===== src/rtl/traffic_ctrl_n.sv =====
// N-approach traffic-light controller: round-robin service of congested roads with
// sensor-weighted green time, optional all-red clearance and emergency pre-emption.
module traffic_ctrl_n #(
    parameter int unsigned N_ROADS = 4,
    parameter int unsigned SENS    = 2,
    parameter int unsigned SLOT    = 15,
    parameter int unsigned YELLOW  = 3,
    parameter int unsigned ALL_RED = 0
) (
    input  logic                      clk_i,
    input  logic                      rst_ni,
    input  logic [N_ROADS*SENS-1:0]   sensors_i,
    input  logic [N_ROADS-1:0]        emerg_i,
    output logic [3*N_ROADS-1:0]      lights_o,
    output logic [2:0]                cur_road_o,
    output logic [2:0]                phase_o
);

    localparam int unsigned GreenMax = SLOT * SENS;
    localparam int unsigned MaxA     = (GreenMax > YELLOW) ? GreenMax : YELLOW;
    localparam int unsigned MaxT     = (MaxA > ALL_RED) ? MaxA : ALL_RED;
    localparam int unsigned TW       = $clog2(MaxT + 1);

    typedef enum logic [2:0] {
        StHold   = 3'd0,
        StGreen  = 3'd1,
        StYellow = 3'd2,
        StAllRed = 3'd3,
        StEmerg  = 3'd4
    } state_e;

    state_e                 state_q, state_d;
    logic [2:0]             cur_q, cur_d;
    logic [2:0]             next_q, next_d;
    logic [TW-1:0]          timer_q, timer_d;
    logic [3*N_ROADS-1:0]   lights_q;

    logic [7:0]             cong;
    logic [7:0][TW-1:0]     load_val;
    logic                   emerg_any;
    logic [2:0]             emerg_idx;
    logic                   hold_found, exp_found;
    logic [2:0]             hold_idx, exp_idx;
    logic [2:0]             next_eff;

    function automatic logic [TW-1:0] green_load(input logic [SENS-1:0] s);
        int unsigned c;
        c = 0;
        for (int i = 0; i < int'(SENS); i++) begin
            if (s[i]) c++;
        end
        if (c == 0) c = 1;
        return TW'(SLOT * c);
    endfunction

    function automatic logic [2:0] wrap(input int v);
        int w;
        w = (v >= int'(N_ROADS)) ? v - int'(N_ROADS) : v;
        return 3'(w);
    endfunction

    function automatic logic [3*N_ROADS-1:0] lights_for(input state_e s, input logic [2:0] c);
        logic [3*N_ROADS-1:0] l;
        for (int r = 0; r < int'(N_ROADS); r++) begin
            l[3*r +: 3] = 3'b100;
            if (s != StAllRed && int'(c) == r) begin
                l[3*r +: 3] = (s == StYellow) ? 3'b010 : 3'b001;
            end
        end
        return l;
    endfunction

    always_comb begin
        cong       = '0;
        load_val   = '0;
        emerg_any  = |emerg_i;
        emerg_idx  = '0;
        hold_found = 1'b0;
        hold_idx   = cur_q;
        exp_found  = 1'b0;
        exp_idx    = cur_q;

        for (int r = 0; r < 8; r++) begin
            load_val[r] = TW'(SLOT);
        end
        for (int r = 0; r < int'(N_ROADS); r++) begin
            cong[r]     = |sensors_i[r*SENS +: SENS];
            load_val[r] = green_load(sensors_i[r*SENS +: SENS]);
        end
        for (int r = int'(N_ROADS) - 1; r >= 0; r--) begin
            if (emerg_i[r]) emerg_idx = 3'(r);
        end

        // HOLD searches from cur; expiry searches from cur+1 with cur last
        for (int k = 0; k < int'(N_ROADS); k++) begin
            if (!hold_found && cong[wrap(int'(cur_q) + k)]) begin
                hold_found = 1'b1;
                hold_idx   = wrap(int'(cur_q) + k);
            end
        end
        for (int k = 1; k <= int'(N_ROADS); k++) begin
            if (!exp_found && cong[wrap(int'(cur_q) + k)]) begin
                exp_found = 1'b1;
                exp_idx   = wrap(int'(cur_q) + k);
            end
        end
        next_eff = emerg_any ? emerg_idx : next_q;

        state_d = state_q;
        cur_d   = cur_q;
        next_d  = next_q;
        timer_d = timer_q;

        unique case (state_q)
            StHold, StGreen, StEmerg: begin
                if (emerg_any) begin
                    if (emerg_idx == cur_q) begin
                        state_d = StEmerg;
                        timer_d = '0;
                    end else begin
                        next_d  = emerg_idx;
                        state_d = StYellow;
                        timer_d = TW'(YELLOW);
                    end
                end else if (state_q == StHold) begin
                    if (hold_found && hold_idx == cur_q) begin
                        state_d = StGreen;
                        timer_d = load_val[cur_q];
                    end else if (hold_found) begin
                        next_d  = hold_idx;
                        state_d = StYellow;
                        timer_d = TW'(YELLOW);
                    end
                end else if (state_q == StGreen && timer_q > TW'(1)) begin
                    timer_d = timer_q - TW'(1);
                end else if (exp_found) begin
                    // Green expiry, or emergency release
                    next_d  = exp_idx;
                    state_d = StYellow;
                    timer_d = TW'(YELLOW);
                end else begin
                    state_d = StHold;
                    timer_d = '0;
                end
            end
            StYellow, StAllRed: begin
                next_d = next_eff;
                if (timer_q > TW'(1)) begin
                    timer_d = timer_q - TW'(1);
                end else if (state_q == StYellow && ALL_RED != 0) begin
                    state_d = StAllRed;
                    timer_d = TW'(ALL_RED);
                end else begin
                    state_d = StGreen;
                    cur_d   = next_eff;
                    timer_d = load_val[next_eff];
                end
            end
            default: begin
                state_d = StHold;
                cur_d   = '0;
                next_d  = '0;
                timer_d = '0;
            end
        endcase
    end

    always_ff @(posedge clk_i or negedge rst_ni) begin
        if (!rst_ni) begin
            state_q  <= StHold;
            cur_q    <= '0;
            next_q   <= '0;
            timer_q  <= '0;
            lights_q <= lights_for(StHold, 3'd0);
        end else begin
            state_q  <= state_d;
            cur_q    <= cur_d;
            next_q   <= next_d;
            timer_q  <= timer_d;
            lights_q <= lights_for(state_d, cur_d);
        end
    end

    assign lights_o   = lights_q;
    assign cur_road_o = cur_q;
    assign phase_o    = state_q;

endmodule


===== config.mk =====
export PLATFORM = sky130hd
export DESIGN_NAME = traffic_ctrl_n
export DESIGN_NICKNAME = d
export VERILOG_FILES = /design/src/rtl/traffic_ctrl_n.sv
export SDC_FILE = /design/constraint.sdc
export NUM_CORES = 1
export LEC_CHECK = 0
export CAP_MARGIN = 25
export CORE_MARGIN = 3
export CORE_UTILIZATION = 55
export CTS_CLUSTER_SIZE = 10
export DETAILED_ROUTE_END_ITERATION = 16
export PLACE_DENSITY = 0.81
export SYNTH_ARGS = -nofsm -noshare
export SYNTH_HDL_FRONTEND = slang
export SYNTH_SLANG_ARGS = --single-unit

===== constraint.sdc =====
create_clock -name clk_i -period 3.9 [get_ports clk_i]
set_input_delay 0.78 -clock clk_i [delete_from_list [all_inputs] [get_ports clk_i]]
set_output_delay 0.78 -clock clk_i [all_outputs]
set_load 0.05 [all_outputs]

==> flow_summary.json <==
{
  "status": "finished clean",
  "critPathBufInv": 1,
  "crit_path_end_kind": "flop",
  "rsz0062_at_grt": "no",
  "async_flop_share_pct": 100,
  "grt_pass1_vias": 1878,
  "powerDensity_nw_per_um2": 757,
  "grt_pass1_wl_mm": 9.17,
  "wl_per_cell_um": 17.1,
  "ys_ff_latch": 26,
  "hold_viol_final": 0,
  "critPathKind": "input pin to flop",
  "cts_hold_buf": 0,
  "synth_ff_type": "dfrtp_1",
  "worstMarginPinSlew_ns": 0.914,
  "fin_tns_setup_ns": 0,
  "die_y_um": 68.6,
  "setup_viol": 0,
  "yosys-top-cells-count": "27 x nand2_1, 27 x nor2_1, 22 x dfrtp_1",
  "period_share_pct": 88.2,
  "die_width_um": 68.6,
  "syn-num-nets": 273,
  "numCtsBuffers": 3,
  "dr.first_iter.drc_count": 220,
  "synth.distinct_cells": 60,
  "cp_data_arrival_time_ns": 3.59,
  "cpMostUsedCell": "o21ai_0",
  "cts_setup_buffers": 0,
  "rows": 22,
  "core_um2": 3720,
  "synth_top_cell_area_share_pct": 25.5,
  "yosys-top-cells-area": "dfrtp_1 26%, mux4_2 7.3%, dfstp_2 4.9%",
  "syn_to_final_growth_pct": 21.8,
  "fmax_mhz": 291,
  "required_ns": 4.05,
  "cp_max_fo": 6,
  "nNetsFinal": 307,
  "irDropWorstVdd_uv": 470,
  "ys_seq_area_share_pct": 30.4,
  "synthesis.area_um2": 2160,
  "dp.cells": 328,
  "final_max_slew_viol_count": 0,
  "clkTransAtPathRegs_ns": 0.09,
  "viasPerCell": 6.27,
  "drive_above_1_share_pct": 10.9,
  "r2r_start": "cur_road_o[0]$_DFF_PN0_",
  "post-route-drc-count": 0,
  "syn_inst": 251,
  "ios": 32,
  "dp_hpwl_mm": 4.49,
  "cts_resized": 0,
  "synth_edf_count": 0,
  "cts.sinks": 26,
  "hp-class": "flop to flop",
  "design.die.area_um2": 4710,
  "clock_skew_ns": 0.00197,
  "fin_area_um2": 2630,
  "critPathSlowestCell": "clkdlybuf4s50_1",
  "cts_tree": "yes",
  "crit_chain": "clkdlybuf4s50_1 -> nor3b_1 -> o21ai_0 -> o21ai_0 -> a221oi_4 -> nor2_1 -> a31o_1 -> o41ai_4 -> mux2_1",
  "max-slew-margin-rel_pct": 38.6,
  "globalplace.congestion": 0.899,
  "grt-ovfl-total": 0,
  "yosysWarningCount": 0,
  "gr-usage-all-layers_pct": 26.1,
  "crit_start": "sensors_i[6]",
  "port_buffers": 31,
  "min_period_ns": 3.44,
  "ant_nets": 0,
  "htreeDepth": 1,
  "start_util_pct": 58.0,
  "syn_area_per_cell_um2": 8.59,
  "hold_ws_ns": 0.530,
  "grt_max_degree": 22,
  "dpl-instance-area_um2": 2550,
  "vias": 2082,
  "final_cells": 332,
  "n_antenna_cell": 0,
  "grt_antenna_before_repair": 0,
  "drt-pass1-iter-count": 5,
  "worstHoldStart": "next_q[1]$_DFFE_PN0P_",
  "wl_mm": 5.68,
  "synth_largest_area_cell": "dfrtp_1",
  "drv_cap": 0,
  "insertion_delay_ns": 0.27,
  "start_kind": "input pin",
  "cellLeakagePower_uw": 0.00107,
  "worst_path_largest_cell_delay_ns": 0.54,
  "cts_root_buffer": "clkbuf_8",
  "cts_buffer_depth": 2,
  "cp_top_family": "compound AO/OA/AOI/OAI gates"
}
worst register-to-register path, stage by stage, from the launching register on:
cell and delay, ns:
dfrtp_1 0.44, buf_4 0.22, nor3b_1 0.17, o21ai_0 0.50
o21ai_0 0.28, a221oi_4 0.41, nor2_1 0.10, a31o_1 0.25
o41ai_4 0.29, mux2_1 0.37
per-stage QoR:
stage	setup WS [ns]	utilization, %	power (uW)
6_report	0.459	70.7	1990
5_1_grt	0.274	70.7	2130
4_1_cts	0.484	70.7	1970
3_5_place_dp	0.200	68.8	1750
3_3_place_gp	0.285	68.0	1710
2_1_floorplan	0.453	-	1400
layout by cell type (no fill, tap or decap), types with 3 or more instances in the layout:
master           netlist  layout
clkdlybuf4s50_1        0      31
nand2_1               27      27
nor2_1                27      27
dfrtp_1               22      22
o21ai_0               16      16
inv_1                 15      15
a21oi_1               15      15
nor3_1                 9       9
nand3_1                8       8
ha_1                   8       8
mux4_2                 7       7
nand2b_1               6       6
buf_4                  0       6
nor3b_1                5       5
or3_1                  5       5
nand4_1                4       4
o21ai_1                4       4
dfstp_2                4       4
xnor2_1                3       3
nand3b_1               3       3
a21o_1                 3       3
a31oi_1                3       3
clkbuf_8               0       3
worst paths after layout:
path,end,slack [ns],cells past startpoint
max,next_q[0]$_DFFE_PN0P_,0.46,9
min in group asynchronous,timer_q[2]$_DFFE_PN0P_,0.79,1
min,next_q[1]$_DFFE_PN0P_,0.53,1
min reg2reg,next_q[1]$_DFFE_PN0P_,0.53,1
max reg2reg,next_q[0]$_DFFE_PN0P_,0.76,9
max in group asynchronous,lights_o[0]$_DFF_PN1_,2.60,2
layer usage:
layer,GRT usage [%],vias to the layer above,wire [um]
met4,3.72,0,65
met5,0,-,0
met1,37.7,999,2520
li1,-,992,-
met3,4.38,9,360
met2,41.8,82,2740
registers in the layout, summed over array words and instances, names as in the netlist:
register and cells:
cur_road_o 3, phase_o 3, timer_q 5, next_q 3, lights_o 12
area by class of cell:
| cell class | instances | area (um^2) |
|---|---|---|
| multi-input combinational | 201 | 1400 |
| fill | 309 | 1090 |
| sequential | 26 | 656 |
| timing repair buffer | 38 | 383 |
| tap | 48 | 60.1 |
| inverter | 15 | 56.3 |
| clock buffer | 3 | 41.3 |
| clock inverter | 1 | 30.0 |
kinds of logic after synthesis:
kind of cell | share of synthesized area (%)
compound gates | 24.2
xor+xnor | 2.03
fa+ha+maj | 4.64
buf+inv | 4.64
flops | 30.4
mux | 9.05
simple gates | 25.0
report_power, final:
part	switching [uW]	internal, uW	leakage (uW)
logic	829	495	0.000699
registers	77.4	364	0.000335
clock network	84.7	137	0.0000357
No activity file was read; power rests on OpenSTA's default activity.
